### src/rtl/fifo_status_pkg.sv
// fifo_status_pkg: shared state, request-kind and timeout definitions for the
// FIFO status arbiter family.
package fifo_status_pkg;
    typedef enum logic [2:0] {IDLE, REQ, WAIT_DONE, FSH, TIME_ERR, RESET_CHAIN} state_t;
    typedef logic kind_t;
    localparam kind_t KIND_BURST = 1'b0;
    localparam kind_t KIND_TAIL = 1'b1;
    localparam int unsigned DEF_TIMEOUT = 32'h00FFF000;
endpackage

### src/rtl/rr_arbiter.sv
// rr_arbiter: round-robin one-hot grant over a request vector; the pointer
// moves to the slot after the winner whenever a grant is taken.
module rr_arbiter #(
    parameter int N = 4,
    localparam int PW = (N > 1) ? $clog2(N) : 1
) (
    input  logic          clock,
    input  logic          rst,
    input  logic          clr,
    input  logic          advance,
    input  logic [N-1:0]  request,
    output logic [N-1:0]  grant,
    output logic [PW-1:0] gidx
);
    logic [PW-1:0] ptr;

    // scan from the highest distance down so the closest requester to ptr wins
    always_comb begin
        grant = '0;
        gidx = '0;
        for (int i = N - 1; i >= 0; i--) begin
            if (request[(int'(ptr) + i) % N]) begin
                grant = '0;
                grant[(int'(ptr) + i) % N] = 1'b1;
                gidx = PW'((int'(ptr) + i) % N);
            end
        end
    end

    always_ff @(posedge clock or posedge rst) begin
        if (rst)
            ptr <= '0;
        else if (clr)
            ptr <= '0;
        else if (advance && |request)
            ptr <= (int'(gidx) == N - 1) ? '0 : gidx + 1'b1;
    end
endmodule

### src/rtl/fifo_status_arb.sv
// fifo_status_arb: round-robin burst/tail request scheduler for CH write-side
// FIFOs sharing one AXI write master, with timeout and per-channel chain reset.
module fifo_status_arb
    import fifo_status_pkg::*;
#(
    parameter int CH = 4,
    parameter int CWIDTH = 10,
    parameter int LSIZE = 9,
    parameter int THRESHOLD = 200,
    parameter int BURST_LEN = 100,
    parameter int TO_W = 24,
    parameter int unsigned TIMEOUT = DEF_TIMEOUT,
    localparam int CHW = (CH > 1) ? $clog2(CH) : 1
) (
    input  logic                clock,
    input  logic                rst,
    input  logic                enable,
    input  logic                f_rst_status,
    input  logic [CH*CWIDTH-1:0] count,
    input  logic [CH-1:0]       fifo_empty,
    input  logic [CH-1:0]       tail_pend,
    input  logic [CH*LSIZE-1:0] tail_len,
    output logic                req,
    output logic                req_tail,
    output logic [CHW-1:0]      req_ch,
    output logic [LSIZE-1:0]    req_len,
    input  logic                resp,
    input  logic                done,
    output logic [CH-1:0]       burst_done,
    output logic [CH-1:0]       tail_done,
    output logic [CH-1:0]       rst_chain,
    output logic                busy,
    output logic                timeout_err
);
    logic [CH-1:0] tail_el, burst_el, el, grant;
    logic [CHW-1:0] gidx;
    logic [CH-1:0] own;
    logic [TO_W-1:0] tcnt;
    logic tmo, start, gkind;
    state_t state;
    kind_t kind;

    for (genvar i = 0; i < CH; i++) begin : g_el
        assign tail_el[i] = tail_pend[i] & ~fifo_empty[i] & (count[i*CWIDTH +: CWIDTH] != '0)
                          & (tail_len[i*LSIZE +: LSIZE] != '0);
        assign burst_el[i] = (count[i*CWIDTH +: CWIDTH] >= CWIDTH'(THRESHOLD)) & ~fifo_empty[i] & ~tail_pend[i];
    end
    assign el = tail_el | burst_el;
    assign start = (state == IDLE) && enable && (|el);
    assign gkind = |(grant & tail_el);
    assign own = CH'(1) << req_ch;
    assign tmo = (tcnt == TO_W'(TIMEOUT - 1));

    rr_arbiter #(.N(CH)) u_arb (
        .clock(clock), .rst(rst), .clr(f_rst_status), .advance(start),
        .request(el), .grant(grant), .gidx(gidx)
    );

    always_ff @(posedge clock or posedge rst) begin
        if (rst) begin
            state <= IDLE; kind <= KIND_BURST; tcnt <= '0;
            req <= 1'b0; req_tail <= 1'b0; req_ch <= '0; req_len <= '0;
            burst_done <= '0; tail_done <= '0; rst_chain <= '0;
            busy <= 1'b0; timeout_err <= 1'b0;
        end else if (f_rst_status) begin
            state <= IDLE; kind <= KIND_BURST; tcnt <= '0;
            req <= 1'b0; req_tail <= 1'b0; req_ch <= '0; req_len <= '0;
            burst_done <= '0; tail_done <= '0; rst_chain <= '0;
            busy <= 1'b0; timeout_err <= 1'b0;
        end else begin
            burst_done <= '0;
            tail_done <= '0;
            rst_chain <= '0;
            tcnt <= (state == REQ || state == WAIT_DONE) ? tcnt + 1'b1 : '0;
            case (state)
                IDLE: if (start) begin
                    state <= REQ;
                    busy <= 1'b1;
                    kind <= gkind;
                    req_ch <= gidx;
                    req_len <= gkind ? tail_len[int'(gidx)*LSIZE +: LSIZE] : LSIZE'(BURST_LEN);
                    req <= ~gkind;
                    req_tail <= gkind;
                end
                REQ: if (resp) begin
                    req <= 1'b0;
                    req_tail <= 1'b0;
                    state <= done ? FSH : WAIT_DONE;
                    if (done && kind == KIND_TAIL) tail_done <= own;
                    if (done && kind == KIND_BURST) burst_done <= own;
                end else if (tmo) begin
                    req <= 1'b0;
                    req_tail <= 1'b0;
                    state <= TIME_ERR;
                    rst_chain <= own;
                    timeout_err <= 1'b1;
                end
                WAIT_DONE: if (done) begin
                    state <= FSH;
                    if (kind == KIND_TAIL) tail_done <= own;
                    else burst_done <= own;
                end else if (tmo) begin
                    state <= TIME_ERR;
                    rst_chain <= own;
                    timeout_err <= 1'b1;
                end
                FSH: begin
                    state <= IDLE;
                    busy <= 1'b0;
                end
                TIME_ERR: state <= RESET_CHAIN;
                RESET_CHAIN: if (fifo_empty[req_ch]) begin
                    state <= IDLE;
                    busy <= 1'b0;
                end
                default: begin
                    state <= IDLE;
                    busy <= 1'b0;
                end
            endcase
        end
    end
endmodule

### config.mk
export PLATFORM = sky130hd
export DESIGN_NAME = fifo_status_arb
export DESIGN_NICKNAME = d
export VERILOG_FILES = /design/src/rtl/fifo_status_pkg.sv /design/src/rtl/rr_arbiter.sv /design/src/rtl/fifo_status_arb.sv
export SDC_FILE = /design/constraint.sdc
export NUM_CORES = 1
export LEC_CHECK = 0
export BUFFER_PORTS_ARGS = -buffer_cell sky130_fd_sc_hd__buf_2
export CELL_PAD_IN_SITES_DETAIL_PLACEMENT = 1
export CELL_PAD_IN_SITES_GLOBAL_PLACEMENT = 1
export CORE_MARGIN = 3
export CORE_UTILIZATION = 40
export DETAILED_ROUTE_END_ITERATION = 16
export GPL_TIMING_DRIVEN = 0
export PLACE_DENSITY = 0.86
export REMOVE_ABC_BUFFERS = 1
export SYNTH_ARGS = -nofsm -noshare
export SYNTH_HDL_FRONTEND = slang
export SYNTH_SLANG_ARGS = --single-unit
### constraint.sdc
create_clock -name clock -period 8.3 [get_ports clock]
set_input_delay 1.245 -clock clock [delete_from_list [all_inputs] [get_ports clock]]
set_output_delay 1.245 -clock clock [all_outputs]
set_load 0.01 [all_outputs]
======== Yosys cells after proc, flatten, opt, wreduce, memory -nomap -nowiden ========
Index checks and enable logic that the tools add are counted.
storage, ports and cells
  register bits ........................... 57
  input port bits ......................... 90
  output and inout bits ................... 27
  word-level logic and storage cells ...... 201
cells by class
  add/subtract/negate cells ............... 5
  multiply operators ...................... 1
  order comparisons ....................... 13
  eq/ne operators ......................... 12
  shift-type cells ........................ 2
  mux-type cells .......................... 85
  bitwise gates (word level) .............. 35
  reduce and logical (&&, ||, !) cells .... 35
operators by type and width
  operator                 count
  $mux W4                  18
  $mux W24                 2
  $ge A10 B8 Y1 const B    4
  $reduce_bool A10 Y1      4
  $mux W9                  4
  $reduce_bool A9 Y1       4
  $shiftx A36 B7 Y9        1
  $mux W1                  28
  $add A24 B1 Y24 const B  1
  $eq A24 B24 Y1 const B   1
  $pmux W4 S2              3
  $and A1 B1 Y1            20
  $mux W2                  10
  $mux W3                  6
  $pmux W3 S5              1
  $lt A3 B4 Y1 const B     3
  $bmux W1 S2              5
  $not A1 Y1               10
  $ge A3 B1 Y1 const B     3
  $logic_and A1 B1 Y1      9
  $ne A3 B3 Y1 const B     3
  $reduce_and A3 Y1        3
  $demux W1 S2             4
  $reduce_or A4 Y1         2
  25 further kinds         39

======== Longest topological paths before layout ========
Gate-level depths: netlist of the first run.
  depth after elaboration ................. 18
  mapped depth ............................ 12
  gate-level depth less buffers ........... 9

======== By module ========
From an unflattened synthesis of the first run, not the netlist that was laid out.
unflattened totals
  cells, all modules ...................... 374
  area total of the unflattened synthesis .. 3669.8 µm²
by module, submodules not included
  module           times used  cells an instance  area an instance (µm²)  sequential area each (µm²)
  fifo_status_arb  1           313                3071.7                  1376.3
  rr_arbiter       1           61                 598.1                   50.0

======== Worst setup path after synthesis of the first run ========
Ideal clock, no wire load.
  path type ............................... input to register
  start point ............................. input port count[13]
  end point ............................... register req_len[2]
  setup time .............................. 80 ps
  arrival time ............................ 3381 ps
  data required time ...................... 8220 ps
  setup slack ............................. 4838 ps
  cell stages on the path ................. 10
  path buffers ............................ 1
  path through ............................ o311ai_1 -> a211oi_2 -> a21oi_4 -> mux4_2 -> o21a_1 -> o21ai_4 -> mux2_4 -> buf_6 -> mux2_4 -> a31oi_4
on the way
  word-level cells in the longest chain between the ends .. 17
  elaborated cells between the ends (all ways) .. 38
  those cells by class .................... 1 x mul; 1 x order compare; 1 x shift; 23 x mux; 6 x bitwise; 6 x reduce/logical
RTL lines
  what                                                   line                                          source
  start, declared                                        fifo_status_arb.sv:19                         input logic [CH*CWIDTH-1:0] count,
  $ge A10 B8 Y1 or $reduce_bool A10 Y1 (tied branches)   fifo_status_arb.sv:46, fifo_status_arb.sv:44
  $and A1 B1 Y1, on equally long branches                fifo_status_arb.sv:46, fifo_status_arb.sv:44
  $and A1 B1 Y1, on equally long branches                fifo_status_arb.sv:46, fifo_status_arb.sv:45
  $or A4 B4 Y4                                           fifo_status_arb.sv:48                         assign el = tail_el | burst_el;
  $bmux W1 S2                                            rr_arbiter.sv:22                              if (request[(int'(ptr) + i) % N]) begin
  $mux W1 (implied by the code) (2 in a row)             rr_arbiter.sv:22
  $mux W2 or $mux W4 (tied branches) (4 in a row)        rr_arbiter.sv:22
  $mul A2 B4 Y6 or $and A4 B4 Y4 (tied branches)         fifo_status_arb.sv:81, fifo_status_arb.sv:50
  $shiftx A36 B7 Y9 or $reduce_or A4 Y1 (tied branches)  fifo_status_arb.sv:81, fifo_status_arb.sv:50
  $mux W9                                                fifo_status_arb.sv:81                         req_len <= gkind ? tail_len[int'(gidx)*LSIZE +: LSIZE] : LSIZE'(BURST_LEN);
  $mux W9                                                fifo_status_arb.sv:76                         IDLE: if (start) begin
  $mux W9                                                fifo_status_arb.sv:75                         case (state)
  $mux W9                                                fifo_status_arb.sv:65                         end else if (f_rst_status) begin
  end signal, assigned                                   fifo_status_arb.sv:81
  end, declared                                          fifo_status_arb.sv:26                         output logic [LSIZE-1:0] req_len,
Parallel ways exist; a longest one is shown, timed or not. The select of a mux whose other input is x is not followed.
A chain may end at the register's enable or synchronous reset.

======== Final worst setup path of the first run ========
  start point ............................. register u_arb.ptr[0]
  end point ............................... register req_len[6]
on the way
  word-level cells in the longest chain between the ends .. 17
  elaborated cells between the ends (all ways) .. 56
  those cells by class .................... 3 x add/sub; 1 x mul; 8 x order compare; 1 x shift; 31 x mux; 4 x bitwise; 8 x reduce/logical
RTL lines
  what                                                                    line                   source
  start, declared                                                         rr_arbiter.sv:15       logic [PW-1:0] ptr;
  start signal, assigned                                                  rr_arbiter.sv:36       ptr <= (int'(gidx) == N - 1) ? '0 : gidx + 1'b1;
  parallel branches: the longest is 13 deep, another holds $mul A2 B4 Y6  -
  $mux W9 *                                                               fifo_status_arb.sv:81
  $mux W9 *                                                               fifo_status_arb.sv:76
  $mux W9 *                                                               fifo_status_arb.sv:75
  $mux W9 *                                                               fifo_status_arb.sv:65
Mark *: on every way between the ends. The select of a mux whose other input is x is not followed.

==> results of run 1 <==
==> per-layer routing <==
layer,global-route usage [%],vias to the layer above,part of all wire (%)
met5,0,-,0
met1,28.34,1898,42
met3,4.424,18,4.6
met2,41.50,109,52
li1,-,1821,-
met4,6.648,0,1.5
==> cell usage in the layout, fill, tap and decap left out, types with 3 or more instances in the layout <==
master / n
ha_1: 5
nand3_1: 17
a2111o_1: 5
dfrtp_1: 57
nand2b_1: 6
a211o_1: 6
or3_1: 3
clkbuf_8: 13
and3_1: 12
buf_2: 116
nor2b_1: 3
clkinvlp_4: 3
o311ai_1: 3
a22o_1: 3
a211oi_2: 3
xnor2_1: 10
nor4_1: 7
and2_1: 11
a211oi_1: 4
o211ai_1: 5
a221oi_1: 8
inv_1: 8
nand2_1: 32
nor3_1: 17
mux2_2: 3
o21ai_0: 12
a31oi_1: 9
nor2_1: 65
xor2_1: 13
mux2i_1: 22
a22oi_1: 3
nand4_1: 10
nand3b_1: 3
a21oi_1: 16
==> flip-flops by register name, indices dropped and copies added, names as in the netlist, 2 cells and up <==
signal and flops:
state 3, req_ch 2, tail_done 4, rst_chain 4, u_arb.ptr 2, burst_done 4
tcnt 24, req_len 9
==> worst max-delay path: cells and delay by family, from the launching register on <==
kind	cells	cell delay, ns
compound gates	5	1.21
flops	1	0.92
fa+ha+maj	1	0.62
simple gates	2	0.62
buf+inv	1	0.55
==> area by class of cell <==
cell class,count,area (sq um)
fillers,1137,4567
well taps,129,161.4
flip-flops and latches,57,1426
clock buffers,13,178.9
multi-input cells,347,2290
inverters,10,37.54
clock inverters,3,22.52
repair buffers,117,600.6
==> cell usage after synthesis (7+ instances only) <==
cell type and number:
nor2_1 65, dfrtp_1 57, nand2_1 32, mux2i_1 22, nand3_1 17, nor3_1 17, a21oi_1 16, xor2_1 13
and3_1 12, o21ai_0 12, and2_1 11, clkbuf_1 11, nand4_1 10, xnor2_1 10, a31oi_1 9, inv_1 9
a221oi_1 8, nor4_1 7
==> worst paths after layout <==
path	start	endpoint	slack [ns]	cells past startpoint
min in group asynchronous	rst	tcnt[2]	0.85	2
worst max register to register	u_arb.ptr[0]	req_len[6]	4.23	9
max in group asynchronous	rst	burst_done[3]	6.91	3
worst min register to register	timeout_err	timeout_err	0.49	2
worst min-delay path	timeout_err	timeout_err	0.49	2
worst max-delay path	u_arb.ptr[0]	req_len[6]	4.23	9
==> cells by family after synthesis <==
group / count (synthesis) / share of synthesized area [%]
XOR/XNOR: 23 / 5.270
adder cells (fa/ha/maj): 5 / 1.637
AND/OR/NAND/NOR: 191 / 24.32
buffers and inverters: 26 / 2.782
flip-flops: 57 / 37.32
multiplexers: 29 / 8.609
AO/OA/AOI/OAI: 99 / 20.07
==> metrics by stage <==
stage	hold slack, ns	util (%)
3_5_place_dp	0.4751	48.64
5_1_grt	0.5236	50.81
3_3_place_gp	0.4604	48.42
4_1_cts	0.4906	50.81
6_report	0.4850	50.81
2_1_floorplan	0.4479	-
==> power groups by stage <==
stage / combinational (mW) / sequential [mW] / clock (mW)
CTS: 0.318 / 0.322 / 0.259
detailed placement: 0.317 / 0.326 / 0
global placement: 0.302 / 0.325 / 0
floorplan: 0.209 / 0.323 / 0
global route: 0.350 / 0.325 / 0.269
finish: 0.320 / 0.323 / 0.252
==> flow_metrics.tcl, run 1 <==
set metrics [dict create \
    p_total_mw 0.8945 \
    post_cts_buffers 0 \
    switching_share_pct 37.06 \
    cpMaxStageDelayCell "dfrtp_1" \
    min_period_ns 4.070 \
    routedWlPerCell_microns 18.62 \
    dieArea_sq_um 10770 \
    stdcell_area_sq_um 4717 \
    cts_sinks 57 \
    vdd_drop_max_v 0.00007948 \
    grt_pass1_wl_mm 20.29 \
    synth_cell_types 59 \
    clockBufferDepth 2 \
    drive_gt1_share_pct 27.61 \
    final_cell_count_no_fill 676 \
    grt_remaining_overflow 0 \
    run_status "complete, no violations" \
    synth_area_leaders "dfrtp_1 37%, nor2_1 6.4%, mux2i_1 5.8%" \
    cts_tree "yes" \
    end_kind "flop" \
    clk_latency_ns 0.34 \
    worst_pin_slew_ns 0.9599 \
    hold_viol 0 \
    synth_top_area_share_pct 37.32 \
    pin_count 117 \
    synth_edf_count 0 \
    critPathKind "flop to flop" \
    cp_max_fo 24 \
    maxCapViolCount 0 \
    n_antenna_cell 0 \
    hold_buffers 0 \
    place.gp.congestion 0.8766 \
    slew_violations 0 \
    synthFlopType "dfrtp_1" \
    placed_area_sq_um 4516 \
    dp_hpwl_mm 9.896 \
    fin_worst_skew_ns 0.002913 \
    grt_pass1_vias 4035 \
    placed_cells 660 \
    tns_ns 0 \
    synth_area_per_cell_sq_um 8.889 \
    floorplan.initialDensity_pct 41.17 \
    fin_ws_ns 4.230 \
    yosys.area.top_type "dfrtp_1" \
    portBuffers 116 \
    synthesis.instances 430 \
    pre_cts_ws_ns 4.040 \
    die_y_microns 103.8 \
    vias_per_cell 5.689 \
    internal_power_mw 0.5630 \
    syn_to_final_growth_pct 23.40 \
    yosys_warnings 0 \
    combPwrFrac_pct 35.8 \
    timing.fmax_ghz 0.2457 \
    clk_pin_slew_ns 0.06 \
    period_share_pct 49.04 \
    finalSetupViolCount 0 \
    coreArea_sq_um 9284 \
    die_w_microns 103.8 \
    p_per_area_nw_per_um2 189.6 \
    grt_usage_pct 23.16 \
    cp.arrival_ns 4.27 \
    cts_buffers 9 \
    hp-class "flop to flop" \
    num_rows 35 \
    grt_max_degree 46 \
    cp-start-kind "flop" \
    max_stage_delay_ns 0.92 \
    power_frac_seq_pct 36.1 \
    p_leak_nw 2.176 \
    antenna_left 0 \
    antenna_found_initial 0 \
    drt-initial-drc-count 152 \
    first_pass_iters 4 \
    post_cts_resized 0 \
    switchingPower_mw 0.3315 \
    final_nets 637 \
    h-tree-depth 3 \
    synth-seq-cells 57 \
    drc 0 \
    critPathRequiredTime_ns 8.50 \
    p_clk_share_pct 28.2 \
    syn_area_sq_um 3822 \
    crit_chain "inv_1 -> ha_1 -> nor2b_1 -> o21ai_0 -> a32oi_1 -> nand2_1 -> o21bai_1 -> o32ai_1 -> a21oi_1" \
    route.vias.total 3846 \
    async_reset_ff_share_pct 100.0 \
    grt_setup_unrepaired "false" \
    max-slew-margin-rel_pct 35.83 \
    wl_mm 12.59 \
    cts-root-buf "clkbuf_8" \
    synth_seq_area_share_pct 37.32 \
]
Power figures use the tool's default switching activity.
==> run 2: changes to the inputs <==
--- a/config.mk
+++ b/config.mk
@@ -9,10 +9,10 @@
 export CELL_PAD_IN_SITES_DETAIL_PLACEMENT = 1
 export CELL_PAD_IN_SITES_GLOBAL_PLACEMENT = 1
 export CORE_MARGIN = 3
-export CORE_UTILIZATION = 40
+export CORE_UTILIZATION = 38
 export DETAILED_ROUTE_END_ITERATION = 16
 export GPL_TIMING_DRIVEN = 0
-export PLACE_DENSITY = 0.86
+export PLACE_DENSITY = 0.82
 export REMOVE_ABC_BUFFERS = 1
 export SYNTH_ARGS = -nofsm -noshare
 export SYNTH_HDL_FRONTEND = slang
==> constraint.sdc (replaced) <==
create_clock -name clock -period 4 [get_ports clock]
set_input_delay 0.6 -clock clock [delete_from_list [all_inputs] [get_ports clock]]
set_output_delay 0.6 -clock clock [all_outputs]
set_load 0.01 [all_outputs]
==> flow_metrics.tcl, run 2 (synthesized netlist as in run 1, its figures left out) <==
set metrics [dict create \
    portBuffers 116 \
    final_common_cell "buf_2" \
    post_cts_buffers 0 \
    rr_endpoint "req_len[6]" \
    clk_latency_ns 0.33 \
    hp-class "input port to asynchronous set/reset pin" \
    grt_setup_unrepaired "false" \
    period_share_pct 90.74 \
    antenna_left 0 \
    maxCapViolCount 0 \
    hold_buffers 0 \
    p_per_area_nw_per_um2 404.7 \
    final_nets 637 \
    reg_top3 "tcnt: 24 flops, req_len: 9 flops" \
    p_total_mw 1.917 \
    finalSetupViolCount 0 \
    grt_remaining_overflow 0 \
    timing.fmax_ghz 0.2755 \
    clockBufferDepth 2 \
    critPathKind "flop to flop" \
    cts-root-buf "clkbuf_8" \
    critPathRequiredTime_ns 4.18 \
    floorplan.initialDensity_pct 40.22 \
    grt_pass1_wl_mm 19.67 \
    tns_ns 0 \
    grt_max_degree 36 \
    die_w_microns 106.3 \
    fin_worst_skew_ns 0.009182 \
    min_period_ns 3.630 \
    route.vias.total 3868 \
    slew_violations 0 \
    grt_pass1_vias 4035 \
    die_y_microns 106.3 \
    max-slew-margin-rel_pct 38.21 \
    cts_buffers 9 \
    regMostFlops "tcnt" \
    final_cell_mix "116 x buf_2, 65 x nor2_1, 56 x dfrtp_1" \
    post_cts_resized 0 \
    drive_gt1_share_pct 27.61 \
    clk_pin_slew_ns 0.07 \
    placed_area_sq_um 4516 \
    drt-initial-drc-count 138 \
    largest_reg_flops 24 \
    finalCoreUtilization_pct 49.85 \
    syn_to_final_growth_pct 23.93 \
    n_antenna_cell 0 \
    vdd_drop_max_v 0.0001737 \
    placed_cells 660 \
    fill_cells 1185 \
    cts_tree "yes" \
    stdcell_area_sq_um 4737 \
    vias_per_cell 5.722 \
    reg2reg_depth 9 \
    routedWlPerCell_microns 17.49 \
    seqCellArea_sq_um 1428 \
    antenna_found_initial 0 \
    num_rows 35 \
    cp.arrival_ns 3.81 \
    cp-start-kind "flop" \
    first_pass_iters 5 \
    cp_max_fo 24 \
    fin_ws_ns 0.3703 \
    coreArea_sq_um 9503 \
    fin_hold_ws_ns 0.2900 \
    multi_input_area_sq_um 2290 \
    h-tree-depth 3 \
    r2r_slack_ns 0.37 \
    hold_viol 0 \
    end_kind "flop" \
    final_cell_count_no_fill 676 \
    grt_usage_pct 21.49 \
    drc 0 \
    pre_cts_ws_ns 0.1131 \
    place.gp.congestion 0.8411 \
    dp_hpwl_mm 9.276 \
    pin_count 117 \
    worst_pin_slew_ns 0.9243 \
    p_leak_nw 2.194 \
    dieArea_sq_um 11300 \
    cts_sinks 57 \
    timing.rr.start "u_arb.ptr[0]" \
    run_status "complete, no violations" \
    wl_mm 11.82 \
]
-- run 2: critical path: stages, from the launching register on --
cell	delay (ns)
dfrtp_2	0.67
inv_1	0.41
ha_1	0.60
nor2b_1	0.17
o21ai_0	0.09
a32oi_1	0.28
nand2_1	0.47
o21bai_1	0.33
o32ai_1	0.35
a21oi_1	0.11
-- run 2: how the worst max path moves through the flow --
stage                            start    endpoint  slack, ns  cells past startpoint
after floorplan           u_arb.ptr[0]  req_len[6]       1.01                      9
after global placement    u_arb.ptr[0]  req_len[6]       0.20                      9
after detailed placement  u_arb.ptr[0]  req_len[6]       0.11                      9
after CTS                 u_arb.ptr[0]  req_len[6]       0.07                      9
after global routing      u_arb.ptr[0]  req_len[6]       0.15                      9
final                     u_arb.ptr[0]  req_len[6]       0.37                      9
-- run 2: power by group --
group          internal (mW)  leakage, nW  switching, mW
Clock                  0.367        0.113          0.226
Sequential             0.611        0.784         0.0569
Combinational          0.265         1.30          0.392
Total                   1.24         2.19          0.674
-- run 2: layer usage --
metal	GRT usage (%)	vias up	wire length [microns]
met5	0	-	0
met4	6.383	0	239
met3	3.947	17	641
met2	37.19	118	5808
met1	27.23	1912	5134
li1	-	1821	-
-- run 2: layout make-up --
cell class | instances | share of cell area, %
Inverter | 10 | 0.7924
Timing Repair Buffer | 117 | 12.68
Clock inverter | 5 | 1.664
Sequential cell | 57 | 30.14
Multi-Input combinational cell | 347 | 48.34
Clock buffer | 11 | 2.985
Tap cell | 129 | 3.407
==> run 3: changes to the inputs <==
--- a/config.mk
+++ b/config.mk
@@ -12,7 +12,7 @@
 export CORE_UTILIZATION = 38
 export DETAILED_ROUTE_END_ITERATION = 16
 export GPL_TIMING_DRIVEN = 0
-export PLACE_DENSITY = 0.82
+export PLACE_DENSITY_LB_ADDON = 0.1
 export REMOVE_ABC_BUFFERS = 1
 export SYNTH_ARGS = -nofsm -noshare
 export SYNTH_HDL_FRONTEND = slang
==> flow_metrics.tcl, run 3 (synthesized netlist as in run 1, its figures left out) <==
set metrics [dict create \
    finalCoreUtilization_pct 49.94 \
    syn_to_final_growth_pct 24.16 \
    first_pass_iters 4 \
    worst_pin_slew_ns 1.017 \
    drive_gt1_share_pct 27.79 \
    grt_pass1_wl_mm 19.80 \
    combPwrFrac_pct 33.6 \
    stdcell_area_sq_um 4746 \
    reg_top3 "tcnt: 24 flops, req_len: 9 flops" \
    p_per_area_nw_per_um2 408.1 \
    antenna_left 0 \
    min_period_ns 3.439 \
    die_w_microns 106.3 \
    dieArea_sq_um 11300 \
    period_share_pct 85.98 \
    end_kind "flop" \
    die_y_microns 106.3 \
    regMostFlops "tcnt" \
    cts_sinks 57 \
    grt_setup_unrepaired "false" \
    placed_cells 660 \
    fill_cells 1164 \
    internal_power_mw 1.258 \
    fin_worst_skew_ns 0.005022 \
    wl_mm 12.27 \
    clk_pin_slew_ns 0.07 \
    tns_ns 0 \
    maxCapViolCount 0 \
    route.vias.total 3816 \
    cts_tree "yes" \
    vias_per_cell 5.645 \
    vdd_drop_max_v 0.0002016 \
    pre_cts_ws_ns 0.1984 \
    dp_hpwl_mm 9.468 \
    floorplan.initialDensity_pct 40.22 \
    final_cell_mix "116 x buf_2, 65 x nor2_1, 56 x dfrtp_1" \
    cp.arrival_ns 3.64 \
    finalSetupViolCount 0 \
    run_status "complete, no violations" \
    drt-initial-drc-count 113 \
    p_leak_nw 2.196 \
    portBuffers 116 \
    p_clk_share_pct 32.0 \
    critPathRequiredTime_ns 4.20 \
    hold_viol 0 \
    drc 0 \
    slew_violations 0 \
    crit_chain "inv_1 -> ha_1 -> nor2b_1 -> o21ai_0 -> a32oi_1 -> nand2_1 -> o21bai_1 -> o32ai_1 -> a21oi_1" \
    fin_ws_ns 0.5607 \
    place.gp.congestion 0.8770 \
    grt_max_degree 38 \
    routedWlPerCell_microns 18.16 \
    antenna_found_initial 0 \
    switching_share_pct 35.04 \
    placed_area_sq_um 4516 \
    cts-root-buf "clkbuf_8" \
    timing.fmax_ghz 0.2908 \
    cp-start-kind "flop" \
    hold_buffers 0 \
    cpMaxStageDelayCell "dfrtp_2" \
    cp_max_fo 24 \
    final_common_cell "buf_2" \
    hp-class "input port to asynchronous set/reset pin" \
    clk_latency_ns 0.33 \
    pin_count 117 \
    n_antenna_cell 0 \
    largest_reg_flops 24 \
    max-slew-margin-rel_pct 31.98 \
    h-tree-depth 3 \
    final_nets 637 \
    grt_remaining_overflow 0 \
    cts_buffers 9 \
    max_stage_delay_ns 0.66 \
    num_rows 35 \
    grt_usage_pct 21.84 \
    power_frac_seq_pct 34.4 \
    grt_pass1_vias 3950 \
    switchingPower_mw 0.6788 \
    p_total_mw 1.937 \
    coreArea_sq_um 9503 \
    fin_hold_ws_ns 0.2724 \
    critPathKind "flop to flop" \
    reg2reg_depth 9 \
    clockBufferDepth 2 \
    final_cell_count_no_fill 676 \
]
-- run 3: repair_timing --
item | 4_1_cts | 5_1_grt
buffers inserted | 0 | 0
gates resized for setup | 0 | 1
endpoints found under the setup margin | 0 | 8
-- run 3: worst paths after layout --
path | from | to | slack [ns]
setup / recovery | u_arb.ptr[0] | req_len[6] | 0.56
hold / removal | rst | timeout_err | 0.27
setup reg to reg | u_arb.ptr[0] | req_len[6] | 0.56
hold reg to reg | tcnt[0] | tcnt[0] | 0.49
max in group asynchronous | rst | req_len[5] | 3.17
min in group clock | tcnt[0] | tcnt[0] | 0.49
-- run 3: power groups by stage --
stage                     registers, mW  logic [mW]  clock network, mW
after floorplan                   0.670       0.433                  0
after global placement            0.674       0.627                  0
after detailed placement          0.675       0.646                  0
after CTS                         0.665       0.650              0.631
after global routing              0.673       0.711              0.663
final                             0.666       0.650              0.620
-- run 3: area by class of cell --
type                            instances  area (sq um)  area share, %
Multi-Input combinational cell        347          2290          48.25
Sequential cell                        57          1428          30.08
Tap cell                              129         161.4          3.401
Timing Repair Buffer                  117         600.6          12.65
Inverter                               10         37.54         0.7909
Clock inverter                          5         77.57          1.635
Clock buffer                           11         151.4          3.190
-- run 3: per-layer routing --
layer / vias to the layer above / wire [microns] / track usage [%]
met1: 1864 / 5919 / 30.53
met4: 0 / 98 / 3.423
met3: 10 / 681 / 4.614
li1: 1823 / - / -
met5: - / 0 / 0
met2: 119 / 5574 / 35.48
-- run 3: worst max-delay path, delay by kind of cell (launching register included) --
kind / cells / cell delay (ns)
compound gates: 5 / 1.08
buf+inv: 1 / 0.41
flops: 1 / 0.66
fa+ha+maj: 1 / 0.58
simple gates: 2 / 0.56
